--- src/rtl/archer_projectile_ctl_if.sv ---
// Bundle between the player/input logic, the projectile controller and the
// projectile draw stage. The master side drives archer state and fire input
// and consumes the packed projectile buses; the slave side is the controller.
interface archer_projectile_ctl_if #(
    parameter int PROJECTILE_COUNT = 4
);
    logic                            frame_tick;
    logic                            fire;
    logic [11:0]                     pos_x_archer;
    logic [11:0]                     pos_y_archer;
    logic                            flip_hor_archer;
    logic [1:0]                      game_active;
    logic [1:0]                      char_class;
    logic                            alive;
    logic [PROJECTILE_COUNT*12-1:0]  pos_x_proj;
    logic [PROJECTILE_COUNT*12-1:0]  pos_y_proj;
    logic [PROJECTILE_COUNT-1:0]     projectile_animated;
    logic [PROJECTILE_COUNT-1:0]     proj_dir;

    modport master (
        output frame_tick, fire, pos_x_archer, pos_y_archer, flip_hor_archer,
               game_active, char_class, alive,
        input  pos_x_proj, pos_y_proj, projectile_animated, proj_dir
    );

    modport slave (
        input  frame_tick, fire, pos_x_archer, pos_y_archer, flip_hor_archer,
               game_active, char_class, alive,
        output pos_x_proj, pos_y_proj, projectile_animated, proj_dir
    );
endinterface

--- src/rtl/archer_projectile_ctl.sv ---
// Archer projectile controller: spawns projectiles at the archer on a fire
// request, moves them horizontally once per frame and retires them at the
// screen edge or at maximum lifetime. Produces packed per-slot X/Y buses, the
// active mask and the per-slot direction for the projectile draw stage.
//
// Optional feature macro: ARCHER_AUTOFIRE_EN
//   defined   - holding fire re-requests a spawn on every frame_tick with
//               cooldown 0 (one projectile per COOLDOWN_FRAMES+1 frames)
//   undefined - only rising edges of fire request a spawn
module archer_projectile_ctl #(
    parameter int PROJECTILE_COUNT = 4,
    parameter int PROJ_SPEED       = 6,
    parameter int COOLDOWN_FRAMES  = 15,
    parameter int MAX_FRAMES       = 120,
    parameter int SPAWN_OFFSET     = 20,
    parameter int SCREEN_W         = 1024
) (
    input  logic                  clk,
    input  logic                  rst,
    archer_projectile_ctl_if.slave bus
);
    localparam int LW = (MAX_FRAMES > 1) ? $clog2(MAX_FRAMES + 1) : 1;
    localparam int CW = (COOLDOWN_FRAMES > 0) ? $clog2(COOLDOWN_FRAMES + 1) : 1;

    localparam logic [12:0]   SPEED13   = 13'(PROJ_SPEED);
    localparam logic [12:0]   EDGE13    = 13'(SCREEN_W - 1);
    localparam logic [12:0]   OFFS13    = 13'(SPAWN_OFFSET);
    localparam logic [LW-1:0] LIFE_MAX  = LW'(MAX_FRAMES);
    localparam logic [CW-1:0] COOL_LOAD = CW'(COOLDOWN_FRAMES);

    logic [11:0]                 x_q    [PROJECTILE_COUNT];
    logic [11:0]                 y_q    [PROJECTILE_COUNT];
    logic [LW-1:0]               life_q [PROJECTILE_COUNT];
    logic [PROJECTILE_COUNT-1:0] act_q;
    logic [PROJECTILE_COUNT-1:0] dir_q;
    logic [CW-1:0]               cool_q;
    logic                        pend_q;
    logic                        fire_q;

    logic                        enable;
    logic                        fire_rise;
    logic                        autofire_req;
    logic                        pend_eff;
    logic                        spawn;
    logic [PROJECTILE_COUNT-1:0] spawn_sel;
    logic [11:0]                 spawn_x;
    logic [11:0]                 x_next [PROJECTILE_COUNT];
    logic [LW-1:0]               life_inc [PROJECTILE_COUNT];
    logic [PROJECTILE_COUNT-1:0] retire;

    assign enable    = (bus.game_active != 2'd0) && (bus.char_class == 2'd2) && bus.alive;
    assign fire_rise = bus.fire && !fire_q;

`ifdef ARCHER_AUTOFIRE_EN
    assign autofire_req = bus.fire && (cool_q == '0);
`else
    assign autofire_req = 1'b0;
`endif

    // A rising edge on the tick cycle itself counts as already pending.
    assign pend_eff = pend_q || fire_rise || autofire_req;
    assign spawn    = bus.frame_tick && pend_eff && (cool_q == '0) && (spawn_sel != '0);

    // Lowest-index free slot, judged on the mask at the start of the cycle so a
    // slot retiring this tick cannot be reused until the next tick.
    always_comb begin
        logic found;
        found     = 1'b0;
        spawn_sel = '0;
        for (int i = 0; i < PROJECTILE_COUNT; i++) begin
            if (!act_q[i] && !found) begin
                spawn_sel[i] = 1'b1;
                found        = 1'b1;
            end
        end
    end

    // Spawn point beside the archer; saturates at 0 when facing left near the edge.
    always_comb begin
        logic [12:0] pos_x13;
        pos_x13 = {1'b0, bus.pos_x_archer};
        if (bus.flip_hor_archer)
            spawn_x = (pos_x13 < OFFS13) ? 12'd0 : 12'(pos_x13 - OFFS13);
        else
            spawn_x = 12'(pos_x13 + OFFS13);
    end

    // Per-slot next position and retire decision; right edge compared in 13 bits so it cannot wrap.
    always_comb begin
        for (int i = 0; i < PROJECTILE_COUNT; i++) begin
            logic [12:0] x_ext;
            logic        hit;
            x_ext       = {1'b0, x_q[i]};
            life_inc[i] = life_q[i] + LW'(1);
            if (dir_q[i]) begin
                hit       = x_ext < SPEED13;
                x_next[i] = x_q[i] - 12'(PROJ_SPEED);
            end else begin
                hit       = (x_ext + SPEED13) > EDGE13;
                x_next[i] = 12'(x_ext + SPEED13);
            end
            retire[i] = (life_inc[i] == LIFE_MAX) || hit;
        end
    end

    // Fire capture, cooldown and slot state; everything but fire capture advances only on frame_tick.
    always_ff @(posedge clk) begin
        if (rst) begin
            fire_q <= 1'b0;
            pend_q <= 1'b0;
            cool_q <= '0;
            act_q  <= '0;
            dir_q  <= '0;
            for (int i = 0; i < PROJECTILE_COUNT; i++) begin
                x_q[i]    <= '0;
                y_q[i]    <= '0;
                life_q[i] <= '0;
            end
        end else begin
            fire_q <= bus.fire;
            if (!enable) begin
                pend_q <= 1'b0;
                cool_q <= '0;
                act_q  <= '0;
                dir_q  <= '0;
                for (int i = 0; i < PROJECTILE_COUNT; i++) begin
                    x_q[i]    <= '0;
                    y_q[i]    <= '0;
                    life_q[i] <= '0;
                end
            end else if (!bus.frame_tick) begin
                if (fire_rise)
                    pend_q <= 1'b1;
            end else begin
                pend_q <= spawn ? 1'b0 : pend_eff;
                if (spawn)
                    cool_q <= COOL_LOAD;
                else if (cool_q != '0)
                    cool_q <= cool_q - CW'(1);
                for (int i = 0; i < PROJECTILE_COUNT; i++) begin
                    if (act_q[i]) begin
                        if (retire[i]) begin
                            act_q[i]  <= 1'b0;
                            dir_q[i]  <= 1'b0;
                            x_q[i]    <= '0;
                            y_q[i]    <= '0;
                            life_q[i] <= '0;
                        end else begin
                            x_q[i]    <= x_next[i];
                            life_q[i] <= life_inc[i];
                        end
                    end else if (spawn && spawn_sel[i]) begin
                        act_q[i]  <= 1'b1;
                        dir_q[i]  <= bus.flip_hor_archer;
                        x_q[i]    <= spawn_x;
                        y_q[i]    <= bus.pos_y_archer;
                        life_q[i] <= '0;
                    end
                end
            end
        end
    end

    // Pack slot registers onto the draw-stage buses.
    for (genvar g = 0; g < PROJECTILE_COUNT; g++) begin : g_pack
        assign bus.pos_x_proj[g*12 +: 12] = x_q[g];
        assign bus.pos_y_proj[g*12 +: 12] = y_q[g];
    end
    assign bus.projectile_animated = act_q;
    assign bus.proj_dir            = dir_q;
endmodule

--- src/flat_wrapper.sv ---
// flat-port wrapper written by rule: the top's interface ports become plain ports
module archer_projectile_ctl_flat 
#(
    parameter int PROJECTILE_COUNT = 4,
    parameter int PROJ_SPEED       = 6,
    parameter int COOLDOWN_FRAMES  = 15,
    parameter int MAX_FRAMES       = 120,
    parameter int SPAWN_OFFSET     = 20,
    parameter int SCREEN_W         = 1024
)
  (clk, rst, bus_frame_tick, bus_fire, bus_pos_x_archer, bus_pos_y_archer, bus_flip_hor_archer, bus_game_active, bus_char_class, bus_alive, bus_pos_x_proj, bus_pos_y_proj, bus_projectile_animated, bus_proj_dir);
  archer_projectile_ctl_if #(.PROJECTILE_COUNT(PROJECTILE_COUNT)) bus_i ();
  input  logic clk;
  input  logic rst;
  input wire logic [$bits(bus_i.frame_tick)-1:0] bus_frame_tick;
  input wire logic [$bits(bus_i.fire)-1:0] bus_fire;
  input wire logic [$bits(bus_i.pos_x_archer)-1:0] bus_pos_x_archer;
  input wire logic [$bits(bus_i.pos_y_archer)-1:0] bus_pos_y_archer;
  input wire logic [$bits(bus_i.flip_hor_archer)-1:0] bus_flip_hor_archer;
  input wire logic [$bits(bus_i.game_active)-1:0] bus_game_active;
  input wire logic [$bits(bus_i.char_class)-1:0] bus_char_class;
  input wire logic [$bits(bus_i.alive)-1:0] bus_alive;
  output wire logic [$bits(bus_i.pos_x_proj)-1:0] bus_pos_x_proj;
  output wire logic [$bits(bus_i.pos_y_proj)-1:0] bus_pos_y_proj;
  output wire logic [$bits(bus_i.projectile_animated)-1:0] bus_projectile_animated;
  output wire logic [$bits(bus_i.proj_dir)-1:0] bus_proj_dir;
  assign bus_i.frame_tick = bus_frame_tick;
  assign bus_i.fire = bus_fire;
  assign bus_i.pos_x_archer = bus_pos_x_archer;
  assign bus_i.pos_y_archer = bus_pos_y_archer;
  assign bus_i.flip_hor_archer = bus_flip_hor_archer;
  assign bus_i.game_active = bus_game_active;
  assign bus_i.char_class = bus_char_class;
  assign bus_i.alive = bus_alive;
  assign bus_pos_x_proj = bus_i.pos_x_proj;
  assign bus_pos_y_proj = bus_i.pos_y_proj;
  assign bus_projectile_animated = bus_i.projectile_animated;
  assign bus_proj_dir = bus_i.proj_dir;
  archer_projectile_ctl #(.PROJECTILE_COUNT(PROJECTILE_COUNT), .PROJ_SPEED(PROJ_SPEED), .COOLDOWN_FRAMES(COOLDOWN_FRAMES), .MAX_FRAMES(MAX_FRAMES), .SPAWN_OFFSET(SPAWN_OFFSET), .SCREEN_W(SCREEN_W)) u_core (.clk(clk), .rst(rst), .bus(bus_i));
endmodule
--- config.mk ---
export PLATFORM = sky130hd
export DESIGN_NAME = archer_projectile_ctl_flat
export DESIGN_NICKNAME = d
export VERILOG_FILES = /design/src/rtl/archer_projectile_ctl_if.sv /design/src/rtl/archer_projectile_ctl.sv /design/src/flat_wrapper.sv
export SDC_FILE = /design/constraint.sdc
export NUM_CORES = 1
export LEC_CHECK = 0
export CORE_UTILIZATION = 50
export CTS_BUF_LIST = sky130_fd_sc_hd__clkbuf_8
export CTS_CLUSTER_SIZE = 24
export DETAILED_ROUTE_END_ITERATION = 8
export GPL_ROUTABILITY_DRIVEN = 0
export GPL_TIMING_DRIVEN = 0
export PLACE_DENSITY = 0.88
export SYNTH_ARGS = -nofsm -noshare
export SYNTH_HDL_FRONTEND = slang
export SYNTH_SLANG_ARGS = --single-unit
--- constraint.sdc ---
create_clock -name clk -period 3 [get_ports clk]
set_clock_uncertainty 0.2 [all_clocks]
set_input_delay 0.6 -clock clk [delete_from_list [all_inputs] [get_ports clk]]
set_output_delay 0.6 -clock clk [all_outputs]
set_load 0.1 [all_outputs]
* Yosys cells after proc, flatten, opt, wreduce, memory -nomap -nowiden
Memory sizes are Yosys's and may differ from the RTL's.
Index checks and enable logic that the tools add are counted.
** Storage, ports and cells
- Flip-flop bits (word level) :: 14
- Bits in latches :: 0
- Bits in writable memories :: 124
- Bits in read-only memories :: 0
- Output and inout bits :: 104
- Word-level logic and storage cells :: 287
- Memories kept :: 3
** Memory list
- u_core.x_q :: depth 4, bits a word 12, rd ports 4, clocked after Yosys merged registers in 0, write ports 4, line archer_projectile_ctl.sv:31 : logic [11:0] x_q [PROJECTILE_COUNT];
- u_core.y_q :: depth 4, bits a word 12, rd ports 4, clocked after Yosys merged registers in 0, write ports 4, line archer_projectile_ctl.sv:32 : logic [11:0] y_q [PROJECTILE_COUNT];
- u_core.life_q :: depth 4, bits a word 7, rd ports 4, clocked after Yosys merged registers in 0, write ports 4, line archer_projectile_ctl.sv:33 : logic [LW-1:0] life_q [PROJECTILE_COUNT];
** Cells by class
- Add/subtract/negate cells :: 15
- Multiply operators :: 0
- Div/mod/pow operators :: 0
- Magnitude comparators :: 9
- Eq/ne operators :: 9
- Shift operators :: 0
- Multiplexer cells :: 158
- Bitwise operators :: 45
- Reductions and logical operators :: 40
** Operators with widths (count)
- $mux W12 :: 34
- $mux W7 :: 16
- $mux W1 :: 106
- $add A12 B3 Y13 const B :: 4
- $gt A13 B10 Y1 const B :: 4
- $lt A12 B3 Y1 const B :: 4
- $sub A12 B3 Y12 const B :: 4
- $or A1 B1 Y1 :: 44
- $add A7 B1 Y7 const B :: 4
- $eq A7 B7 Y1 const B :: 4
- $reduce_bool A2 Y1 :: 7
- $logic_and A1 B1 Y1 :: 13
- $add A12 B5 Y12 const B :: 1
- $lt A12 B5 Y1 const B :: 1
- $reduce_and A3 Y1 :: 4
- $sub A12 B5 Y12 const B :: 1
- $mux W4 :: 2
- $ne A2 B2 Y1 const B :: 4
- $reduce_bool A4 Y1 :: 2
- $logic_not A1 Y1 :: 6
- $logic_or A1 B1 Y1 :: 5
- $logic_not A4 Y1 :: 1
- $sub A4 B1 Y4 const B :: 1
- $eq A2 B2 Y1 const B :: 1
- 3 further kinds :: 3

* Logic depth before layout (Yosys ltp)
- Word-level depth :: 19
- Gate-level depth with buffers :: 11
- Depth with buffers taken out :: 9

* Worst setup path after synthesis
OpenSTA, ideal clock, no wires.
- Path kind :: reg2reg
- Start :: mem u_core.x_q[1][1] (netlist: u_core.x_q[0][13])
- End :: mem u_core.y_q[1][0] (enable)
- Library setup time :: 350 ps
- Arrival :: 3299 ps
- Setup slack :: -849 ps
- Cell stages (with the launch flop) :: 11
- Period minus slack after synthesis :: 3849 ps
- Cells stage by stage :: edfxtp_1 > clkbuf_1 > inv_1 > ha_1 > and3b_1 > xnor2_1 > or4_1 > a2111oi_0 > or3_1 > and3_1 > or3_1
** RTL lines (line)
- from (decl) :: archer_projectile_ctl.sv:31
- to (decl) :: archer_projectile_ctl.sv:32

==> Flow_metrics.wiki <==
{| class="wikitable"
! Metric !! Value
|-
| Proportion of register bits with asynchronous set or reset after synthesis || 0%
|-
| Prevailing post-synth register cell || edfxtp_1
|-
| Kind of start point of the critical path || flop
|-
| Remaining max-slew budget at the tightest pin || 28.9%
|-
| Antenna fix cells || 0
|-
| Clock sink total || 138
|-
| Number of nets with antenna violations after routing || 0
|-
| Pins Over Slew Limit || 0
|-
| Status || complete, but fails checks
|-
| Violation count after the first detailed-route iteration || 990
|-
| Via Count || 8485
|-
| Unrepaired setup endpoints after global routing || true
|-
| Max-cap violations || 0
|-
| Final cell utilization of the core || 70.6%
|-
| Leading area contributor after synthesis || edfxtp_1
|-
| Post-synth top area share || 33.5%
|-
| Shortest period the worst path allows || 3.06 ns
|-
| Die footprint || 0.0172 mm^2
|-
| Global-route wire length before repair || 41200 um
|-
| Cell Count Post-Placement || 1257
|-
| Sequential cell area fraction in the yosys report || 44.3%
|-
| Failing checks || negative setup slack
|-
| Area growth from synthesis to final layout || 36.0%
|-
| Combined area of the multi-input logic cells || 0.00477 mm^2
|-
| Ratio of routed vias to standard cells || 6.35
|-
| Number of rows created at floorplan || 46
|-
| Least-Margin Pin Slew || 1.06 ns
|-
| Largest driver fanout on the critical path || 6
|-
| Multiplexer share of the synthesized area || 0.975%
|-
| Antenna violations before repair || 0
|-
| Post-synthesis adder-cell area fraction || 3.45%
|-
| Die width || 131 um
|-
| Top cell types by occurrence after synthesis || nor2_1 (100), edfxtp_1 (93), nand2_1 (67)
|-
| Instance count along the most critical hold path || 2
|-
| Net count of the mapped netlist || 960
|-
| DRC Markers || 0
|-
| Total congestion overflow || 0
|-
| Count of cell types in the netlist || 83
|-
| Root buffer selected by CTS || clkbuf_8
|-
| Wirelength, routed || 27800 um
|-
| I/O pin count || 138
|-
| Largest cells by area after synthesis || edfxtp_1 (33%), dfxtp_1 (11%), nor2_1 (4.5%)
|-
| Mapped cell area || 0.00834 mm^2
|-
| Sum of net half-perimeters after detailed placement || 17500 um
|-
| Total core area || 0.0161 mm^2
|-
| Number of nets in the finished design || 1165
|-
| GRT Total Usage || 30.3%
|-
| Max VDD drop || 0.251 mV
|-
| Top-count cell post-synth || nor2_1
|-
| Post-synthesis xor/xnor area fraction || 6.09%
|-
| Worst R2R Path Depth || 10
|-
| CTS tree || yes
|-
| Endpoint type of the worst setup path || flop
|-
| Required arrival time at the worst endpoint || 2.97 ns
|-
| Kind of critical path || reg2reg
|-
| Average instance area after synthesis || 9.23 um^2
|-
| Area fraction in compound gates after synthesis || 17.3%
|-
| CTS buffer count || 17
|-
| Leak Pwr || 0.00429 uW
|-
| Hold Crit Class || reg2reg
|-
| TritonRoute pass-1 iters || 7
|-
| Combinational family with the most area after synthesis || simple AND/OR/NAND/NOR gates
|-
| Gate count after technology mapping || 903
|-
| Arrival time reported for the critical path endpoint || 3.03 ns
|-
| Wirelength per Cell || 20.8 um
|-
| Pin count of the biggest net entering global routing || 19
|-
| Max H-tree Level || 4
|-
| Number of global-route vias before repair || 7722
|-
| Post-synthesis sequential element count || 138
|-
| Total setup violations reported at the end of the flow || 24
|-
| Post-CTS clock slew at the launch and capture registers of the worst setup and hold paths || 0.08 ns
|-
| Final hold violations || 0
|-
| Port bufs || 137
|-
| Cell Count, Final, Fillers Out || 1336
|-
| Sequential Area || 0.00371 mm^2
|-
| Final worst slack || -0.0554 ns
|-
| Max frequency || 327 MHz
|-
| Power density cells || 375 mW/mm^2
|-
| Simple logic cell fraction of the synthesized area || 23.6%
|-
| Die height || 131 um
|-
| Post-route clock period utilization || 102%
|-
| Post-synth EDFFs || 93
|-
| Number of fillers in the final layout || 1074
|-
| Final cell area excluding filler cells || 0.0113 mm^2
|-
| Clock latency on the worst-skew pair || 0.46 ns
|-
| Post-detailed-placement cell area || 0.0101 mm^2
|-
| Number of buffers on the longest clock path || 2
|-
| Starting utilization of the core area || 51.9%
|-
| Layout cells sized above 1 || 17.2%
|-
| Ys Warns || 0
|}
==> where the power goes <==
part	total (uW)	internal [uW]	switching (uW)
clock network	1660	891	769
logic	525	158	366
registers	2070	2040	28.6
total	4250	3090	1160
==> per-stage QoR <==
stage | setup TNS (ns) | total power (uW) | setup slack [ns] | hold slack (ns)
floorplan | -31.68 | 2410 | -0.487 | 0.269
global placement | -116.91 | 2570 | -1.19 | 0.288
detailed placement | -129.07 | 2580 | -1.30 | 0.302
CTS | 0 | 4200 | 0.000568 | 0.321
global route | -2.61 | 4330 | -0.136 | 0.347
finish | -1.01 | 4250 | -0.0554 | 0.319
==> kinds of logic after synthesis <==
| group | count (synthesis) |
|---|---|
| and+or+nand+nor | 378 |
| AOI/OAI and AO/OA | 212 |
| DFF | 138 |
| buffers and inverters | 86 |
| xor gates and xnor gates | 58 |
| adders and majority gates | 23 |
| muxes | 8 |
==> registers in the layout, indices dropped and copies added (netlist names) <==
register	cells
u_core.cool_q	4
u_core.y_q	48
u_core.bus.proj_dir	4
u_core.fire_q	1
u_core.x_q	48
u_core.life_q	28
u_core.bus.projectile_animated	4
u_core.pend_q	1
==> cell type report <==
| type | count | share of cell area (%) |
|---|---|---|
| multi-input combinational | 685 | 42.1 |
| sequential | 138 | 32.7 |
| timing repair buffer | 184 | 15.7 |
| tap | 216 | 2.38 |
| buffer | 50 | 2.37 |
| clock buffer | 17 | 2.06 |
| clock inverter | 14 | 1.62 |
| inverter | 32 | 1.10 |
==> repair_timing <==
| item | CTS | global route |
|---|---|---|
| pin swaps | 4 | 14 |
| resized for setup | 40 | 54 |
| hold buffers | 0 | 0 |
| buffers inserted | 24 | 21 |
| setup endpoints to repair | 180 | 161 |
| gates cloned | 2 | 5 |
==> worst max-delay path, stage by stage (launching register included) <==
cell	delay (ns)
edfxtp_1	0.44
buf_8	0.15
inv_4	0.05
ha_4	0.14
and3b_2	0.24
xnor2_1	0.13
or4_4	0.43
a2111oi_4	0.37
or3_4	0.20
and3_4	0.21
or3_4	0.19
==> path summary, 6_finish.rpt <==
check                     from  slack, ns          endpoint
max          u_core.x_q[0][13]      -0.06  u_core.y_q[1][3]
min           u_core.y_q[0][1]       0.32  u_core.y_q[0][1]
max reg2reg  u_core.x_q[0][13]      -0.06  u_core.y_q[1][3]
min reg2reg   u_core.y_q[0][1]       0.32  u_core.y_q[0][1]
==> per-layer routing <==
layer | up-vias | track usage [%] | routed length (um)
met2 | 579 | 49.1 | 13200
met5 | - | 0 | 0
li1 | 3758 | - | -
met4 | 0 | 19.4 | 1690
met1 | 4002 | 36.7 | 10200
met3 | 146 | 6.25 | 2750
==> cell usage in the layout, fill, tap and decap left out, types with 7 or more instances in the layout <==
master,netlist,layout
and3_1,27,26
ha_1,23,19
nand3_1,41,34
nor3b_1,11,9
inv_1,31,28
or3_1,15,13
dfxtp_1,45,39
buf_4,0,41
nand2_1,67,64
edfxtp_1,93,93
xor2_1,32,31
a31oi_1,15,15
nor3_1,25,21
o21ai_0,55,37
clkbuf_1,34,23
and2_1,28,26
nor2_1,100,97
o21ai_1,1,14
a22oi_1,18,18
clkbuf_8,0,18
clkdlybuf4s50_1,0,132
mux2i_1,7,7
buf_2,13,10
a21oi_1,36,34
nor2b_1,12,11
o22ai_1,20,19
xnor2_1,26,26
Note: power is estimated with default switching activity, not from simulation.
